<file path="config.mk">
export PLATFORM = sky130hd
export DESIGN_NAME = datapath
export DESIGN_NICKNAME = d
export VERILOG_FILES = /design/src/rtl/datapath.sv
export SDC_FILE = /design/constraint.sdc
export NUM_CORES = 1
export LEC_CHECK = 0
export ABC_AREA = 0
export BUFFER_PORTS_ARGS = -buffer_cell sky130_fd_sc_hd__buf_2
export CORE_MARGIN = 4
export CORE_UTILIZATION = 56
export CTS_CLUSTER_SIZE = 40
export DETAILED_ROUTE_END_ITERATION = 8
export PLACE_DENSITY = 0.86
export RECOVER_POWER = 25
export SKIP_LAST_GASP = 1
export SYNTH_ARGS = -nofsm -noshare
export SYNTH_HDL_FRONTEND = slang
export SYNTH_SLANG_ARGS = --single-unit
</file>
<file path="constraint.sdc">
create_clock -name clk -period 3 [get_ports clk]
set_input_delay 0.6 -clock clk [delete_from_list [all_inputs] [get_ports clk]]
set_output_delay 0.6 -clock clk [all_outputs]
set_load 0.05 [all_outputs]
</file>
<file path="src/rtl/datapath.sv">
// datapath: accumulator datapath with 32x8 program/data memory, IR, PC, A and MDR.
// Define DATAPATH_OVF_EN to enable the sticky signed-overflow flag on Ovf.
module datapath (
  input  logic       clk,
  input  logic       reset,
  input  logic       IRload,
  input  logic       JMPmux,
  input  logic       PCload,
  input  logic       Meminst,
  input  logic       MenWr,
  input  logic       Aload,
  input  logic       Sub,
  input  logic       Halt,
  input  logic [1:0] Asel,
  input  logic [7:0] Input,
  input  logic       prog_we,
  input  logic [4:0] prog_addr,
  input  logic [7:0] prog_data,
  output logic [2:0] IR,
  output logic       Aeq0,
  output logic       Apos,
  output logic [7:0] Output,
  output logic [4:0] PC,
  output logic       Ovf
);
  logic [7:0] mem_q [32];
  logic [7:0] ir_q, a_q, mdr_q, a_d, rd, sum;
  logic [4:0] pc_q, pc_d, addr;
  assign addr = Meminst ? ir_q[4:0] : pc_q;
  assign rd   = mem_q[addr];
  assign sum  = Sub ? a_q - mdr_q : a_q + mdr_q;
  assign a_d  = Asel == 2'd0 ? sum : Asel == 2'd1 ? Input : Asel == 2'd2 ? mdr_q : 8'h00;
  assign pc_d = JMPmux ? ir_q[4:0] : pc_q + 5'd1;
  assign IR     = ir_q[7:5];
  assign Aeq0   = a_q == 8'h00;
  assign Apos   = !a_q[7] && a_q != 8'h00;
  assign Output = a_q;
  assign PC     = pc_q;
  // Programs enter only while reset is held; normal writes store A.
  always_ff @(posedge clk)
    if (reset ? prog_we : MenWr && !Halt)
      mem_q[reset ? prog_addr : addr] <= reset ? prog_data : a_q;
  always_ff @(posedge clk) begin
    if (reset) begin
      ir_q  <= 8'h00;
      pc_q  <= 5'd0;
      a_q   <= 8'h00;
      mdr_q <= 8'h00;
    end else if (!Halt) begin
      if (IRload) ir_q <= rd;
      if (PCload) pc_q <= pc_d;
      if (Meminst) mdr_q <= rd;
      if (Aload) a_q <= a_d;
    end
  end
`ifdef DATAPATH_OVF_EN
  logic ovf_q, ovf_d;
  assign ovf_d = (a_q[7] ^ mdr_q[7] ^ ~Sub) & (a_q[7] ^ sum[7]);
  always_ff @(posedge clk)
    if (reset) ovf_q <= 1'b0;
    else if (!Halt && Aload && Asel == 2'd0 && ovf_d) ovf_q <= 1'b1;
  assign Ovf = ovf_q;
`else
  assign Ovf = 1'b0;
`endif
endmodule

</file>
==> run summary, run 1 <==
syn_area_per_cell - 12.5 sq um
sequential fraction of the synthesis area - 63.4%
Max Clk Rate - 0.343 GHz
post-CTS setup repair buffer count - 0
Post-synth EDFFs - 256
Area Overhead vs Synth - 16.2%
critical path arrival - 3.33 ns
crit path max-delay cell type - dfxtp_1
Compound-Gate Fraction of Synth Area - 12.6%
required time of the worst setup path - 3.41 ns
vias post-DR - 9,887
GRT overflow - 0
CP bufs+invs - 1
total CTS buffers - 29
Synth cell types - 70
post-route insts no fill - 1,500
Fillers - 1,602
XOR/XNOR share of the synthesized area - 0.604%
crit-path cells - mux2_4 > buf_4 > a211oi_1 > o221ai_1 > a41oi_1 > nor4_1 > a211oi_1
Synth area leader - edfxtp_1
drt pass-1 iters - 6
Multi-input gate area - 0.00431 sq mm
Worst path max stage delay - 0.63 ns
Iter 0 DRT Violations - 1,704
Hold Fails Final Rpt - 0
Synth Area in Adders - 1.02%
final worst-path cycle share - 97.3%
RSZ-0062 raised after global routing - false
most common cell after layout, fill and taps aside - edfxtp_1
share of layout cells above drive strength 1 - 19.4%
Crit Path Max Fanout - 14
Primary FF master, synth - edfxtp_1
multiplexer share of the synthesized area - 6.30%
DRT Wirelength - 38,900 microns
post-synthesis cell count - 1,040
DRC viols - 0
Synth top area share - 58.9%
core area - 0.0228 sq mm
I/O pin cnt - 53
most frequent cells in the layout - 256 x edfxtp_1, 108 x nor2_1, 101 x buf_4
failing checks - capacitance limit, slew limit
Crit path top cell by count - a211oi_1
starting density of the core - 57.3%
Leak Pwr - 5.47 nW
top cells by area, synth - edfxtp_1 59%, dfxtp_1 4.4%, mux2i_1 3.4%, nor2_1 3.1%, a211oi_1 2.4%
worst slew pin tran - 1.63 ns
register area - 0.00827 sq mm
wire length of the first global-routing pass - 58,500 microns
Placement Cell Area - 0.0142 sq mm
FF+latch count, synth - 285
DP Worst Slack - 0.0173 ns
startpoint types - flop
fin. max-slew vios - 33
critical path's top delay family - compound AO/OA/AOI/OAI gates
vias per cell - 6.59
latest clock arrival within the worst-skew pair - 0.55 ns
clk sinks - 285
Worst Skew - 0.0268 ns
Clock H-tree levels - 1
ANT cells - 0
Finished Core Util - 66.5%
fin crit period - 2.92 ns
full die area - 0.0258 sq mm
Worst Hold Class - primary input to flop
cts hold-fix bufs - 0
clock buffer depth - 3
Power per Cell Area - 608 mW/mm^2
ys async rst share - 0%
outcome - finished with violations
Die W - 161 microns
global-route usage over all layers - 29.6%
vias in the first global route - 9,513
Die Y-Extent - 161 microns
mean routed wirelength per cell - 26.0 microns
post_cts resized - 0
Final nets - 1,208
clock-pin transition on the worst setup and hold timing paths - 0.06 ns
DP Cell Count - 1,445
Hold WS - 0.304 ns
Crit. End Element - flop
simple-gate share of the synthesized area - 12.2%
Synth Net Count - 1,084
maxcap violations - 1
Power Total - 9.22 mW
Mapped Area - 0.0130 sq mm
Crit Path Class - flop to flop
main combinational cell family by area after synthesis - compound AO/OA/AOI/OAI gates
peak supply drop - 0.447 mV
Clock Tree Root - clkbuf_16
fin worst setup slack - 0.0817 ns
setup TNS - 0 ns
Slew headroom - -8.67%
Finished Cell Area - 0.0152 sq mm
antenna violations before repair - 0
Final Setup Violations - 0
Ys Warns - 0
Rows - 55
gpl congestion - 1.03
input/output buffers - 51
HPWL after detailed placement - 26,300 microns
CTS tree - yes
antenna viol nets, final - 0
largest net degree at the start of global routing - 34
==> worst min-delay path, delay by kind of cell <==
family	cells	cell delay (ns)
simple gates	1	0.05
buf+inv	1	0.10
compound gates	1	0.07
==> final cells by class <==
class	instances	share of cell area, %
Timing Repair Buffer	156	7.06
Clock inverter	13	0.693
Multi-Input combinational cell	648	28.4
Inverter	44	1.09
Clock buffer	41	5.61
Sequential cell	285	54.6
Tap cell	313	2.58
==> layer usage <==
layer,up-vias,GRT usage [%],part of all wire [%]
li1,4222,-,-
met1,4724,41.1,37
met2,811,47.8,46
met3,130,5.44,13
met4,0,9.43,3.9
met5,-,0,0
==> registers in the layout (all words and copies together), names as in the netlist <==
register and cells:
Output 8, PC 5, mem_q 256, mdr_q 8
ir_q 8
==> power by group <==
part	total [mW]	internal (mW)	switching, mW
sequential	4.48	4.42	0.0618
clock	3.58	2.07	1.50
combinational	1.16	0.403	0.761
==> synth_stat cells, types with 6 or more instances <==
cell and instances:
buf_4 6, nor4_1 12, mux2_2 14, a22oi_1 6, mux2i_1 44, mux4_2 8
dfxtp_1 29, buf_2 16, nand2_1 84, nand3_1 18, a311oi_1 7, xnor2_1 9
nor2_1 108, a31oi_1 12, o32ai_1 8, a21oi_1 36, clkbuf_1 30, and3_1 15
inv_1 44, buf_6 7, o221ai_1 22, o21bai_1 7, nor3_1 18, nand2b_1 34
o22ai_1 6, a211oi_1 42, ha_1 9, edfxtp_1 256, a221oi_1 10, o21ai_0 26
nor2b_1 9
==> cell families after synthesis <==
group / Yosys count
mux: 69
flops: 285
simple gates: 331
compound gates: 227
xor+xnor: 9
fa+ha+maj: 10
buf+inv: 108
other cells: 1
==> final timing paths <==
kind,startpoint,endpoint,slack (ns),cells past startpoint
setup / recovery,ir_q[1],ir_q[2],0.08,7
hold / removal,Input[6],Output[6],0.30,3
setup reg to reg,ir_q[1],ir_q[2],0.08,7
hold reg to reg,ir_q[6],ir_q[6],0.55,2
No activity file was read; power rests on OpenSTA's default activity.
==> inputs of run 2 (changes only) <==
--- a/config.mk
+++ b/config.mk
@@ -6,7 +6,7 @@
 export NUM_CORES = 1
 export LEC_CHECK = 0
 export ABC_AREA = 0
-export BUFFER_PORTS_ARGS = -buffer_cell sky130_fd_sc_hd__buf_2
+export BUFFER_PORTS_ARGS = -buffer_cell sky130_fd_sc_hd__clkbuf_2
 export CORE_MARGIN = 4
 export CORE_UTILIZATION = 56
 export CTS_CLUSTER_SIZE = 40
==> run summary, run 2 (same netlist as run 1, synthesis figures left out) <==
Sw Share - 24.9% (was 25.2%)
GRT overflow - 0 (unchanged)
final worst-path cycle share - 99.1% (was 97.3%)
vias per cell - 6.66 (was 6.59)
Die Y-Extent - 161 microns (unchanged)
critical path's top delay family - compound AO/OA/AOI/OAI gates (unchanged)
cts hold-fix bufs - 0 (unchanged)
Power per Cell Area - 597 mW/mm^2 (was 608 mW/mm^2)
Leak Pwr - 5.42 nW (was 5.47 nW)
Rows - 55 (unchanged)
drt pass-1 iters - 6 (unchanged)
largest net degree at the start of global routing - 33 (was 34)
Fillers - 1,555 (was 1,602)
Worst path max stage delay - 0.84 ns (was 0.63 ns)
Crit Path Max Fanout - 13 (was 14)
share of layout cells above drive strength 1 - 18.5% (was 19.4%)
Area Overhead vs Synth - 15.4% (was 16.2%)
clock-pin transition on the worst setup and hold timing paths - 0.06 ns (about the same)
Hold WS - 0.304 ns (about the same)
gpl congestion - 1.05 (was 1.03)
outcome - completed (was finished with violations)
Clock Tree Root - clkbuf_16 (unchanged)
I/O pin cnt - 53 (unchanged)
combinational share of power - 12.9% (was 12.6%)
Worst Hold Class - primary input to flop (unchanged)
fin. max-slew vios - 0 (was 33)
required time of the worst setup path - 3.37 ns (was 3.41 ns)
crit path max-delay cell type - o41ai_1 (was dfxtp_1)
Final nets - 1,205 (was 1,208)
DRC viols - 0 (unchanged)
Crit Path Class - flop to flop (unchanged)
post-CTS setup repair buffer count - 0 (unchanged)
core area - 0.0228 sq mm (unchanged)
most frequent cells in the layout - 256 x edfxtp_1, 108 x nor2_1, 97 x buf_4 (was 256 x edfxtp_1, 108 x nor2_1, 101 x buf_4)
CTS tree - yes (unchanged)
mean routed wirelength per cell - 24.6 microns (was 26.0 microns)
peak supply drop - 0.422 mV (was 0.447 mV)
maxcap violations - 0 (was 1)
clock buffer depth - 3 (unchanged)
Slew headroom - 9.19% (was -8.67%)
Hold Fails Final Rpt - 0 (unchanged)
clock share of power - 37.2% (was 38.8%)
Max Clk Rate - 0.336 GHz (was 0.343 GHz)
HPWL after detailed placement - 25,100 microns (was 26,300 microns)
Psw - 2.24 mW (was 2.33 mW)
vias post-DR - 9,955 (was 9,887)
Clock H-tree levels - 1 (unchanged)
crit-path cells - buf_4 > mux2_4 > buf_4 > nand3_1 > and3_1 > o41ai_1 > a311oi_1 (was mux2_4 > buf_4 > a211oi_1 > o221ai_1 > a41oi_1 > nor4_1 > a211oi_1)
Iter 0 DRT Violations - 1,698 (was 1,704)
latest clock arrival within the worst-skew pair - 0.54 ns (was 0.55 ns)
most common cell after layout, fill and taps aside - edfxtp_1 (unchanged)
post-route insts no fill - 1,494 (was 1,500)
clk sinks - 285 (unchanged)
global-route usage over all layers - 28.2% (was 29.6%)
antenna violations before repair - 1 (was 0)
worst slew pin tran - 1.36 ns (was 1.63 ns)
cell-internal power - 6.74 mW (was 6.89 mW)
critical path arrival - 3.34 ns (was 3.33 ns)
RSZ-0062 raised after global routing - false (unchanged)
post_cts resized - 0 (unchanged)
DRT Wirelength - 36,800 microns (was 38,900 microns)
Biggest register - mem_q (unchanged)
fin crit period - 2.97 ns (was 2.92 ns)
startpoint types - flop (unchanged)
starting density of the core - 57.3% (unchanged)
setup TNS - 0 ns (unchanged)
input/output buffers - 51 (unchanged)
total CTS buffers - 28 (was 29)
vias in the first global route - 9,561 (was 9,513)
full die area - 0.0258 sq mm (unchanged)
Crit path top cell by count - buf_4 (was a211oi_1)
Crit. End Element - flop (unchanged)
Sequential Power Share - 49.9% (was 48.6%)
ANT cells - 0 (unchanged)
DP Cell Count - 1,444 (was 1,445)
Final Setup Violations - 0 (unchanged)
CP bufs+invs - 2 (was 1)
fin worst setup slack - 0.0280 ns (was 0.0817 ns)
number of flip-flops in the largest register - 256 (unchanged)
Worst Skew - 0.00876 ns (was 0.0268 ns)
antenna viol nets, final - 0 (unchanged)
Die W - 161 microns (unchanged)
wire length of the first global-routing pass - 56,400 microns (was 58,500 microns)
DP Worst Slack - -0.230 ns (was 0.0173 ns)
run 2: cell count changes in the layout (fill, tap and decap cells not counted), moves of 2 or more:
cell | previous run | this run
buf_2 | 45 | 0
buf_4 | 101 | 97
clkbuf_1 | 12 | 9
clkbuf_16 | 31 | 29
clkbuf_2 | 0 | 48
clkbuf_8 | 3 | 0
clkinv_1 | 2 | 9
inv_6 | 3 | 0
mux2_2 | 11 | 9
run 2: metal layers:
metal	GRT usage (%)	up-vias	wire, microns
li1	-	4223	-
met1	38.1	4680	13300
met2	44.1	869	16800
met3	6.72	181	4780
met4	12.0	2	1960
met5	0	-	30
run 2: area by class of cell:
type,count,area [sq um],area share (%)
well taps,313,392,2.60
flip-flops and latches,285,8270,54.9
clock inverters,17,130,0.864
repair buffers,155,1070,7.14
inverters,44,165,1.10
clock buffers,33,741,4.92
multi-input cells,647,4290,28.5
run 2: worst min-delay path: cells and delay by family:
kind            cells  cell delay (ns)
buf+inv             1             0.08
simple gates        1             0.05
compound gates      1             0.07
run 2: power by group through the flow:
stage / registers [mW] / clock network, mW / logic [mW]
6_report: 4.48 / 3.35 / 1.16
4_1_cts: 4.48 / 3.37 / 1.13
2_1_floorplan: 4.57 / 0 / 0.704
3_5_place_dp: 4.56 / 0 / 1.12
3_3_place_gp: 4.56 / 0 / 1.08
5_1_grt: 4.48 / 3.54 / 1.23
run 2: worst paths after layout:
check / to / slack (ns) / cells after the start / startpoint
hold / removal: Output[6] / 0.30 / 3 / Input[6]
setup / recovery: ir_q[6] / 0.03 / 7 / ir_q[0]
hold reg to reg: ir_q[5] / 0.52 / 2 / ir_q[5]
setup reg to reg: ir_q[6] / 0.03 / 7 / ir_q[0]
run 2: per-stage QoR:
step	utilization (%)	total power [mW]	instance area, sq um
2_1_floorplan	-	5.27	13000
3_3_place_gp	62.4	5.64	14200
3_5_place_dp	62.4	5.68	14200
4_1_cts	66.2	8.97	15100
5_1_grt	66.1	9.25	15100
6_report	66.1	8.98	15100
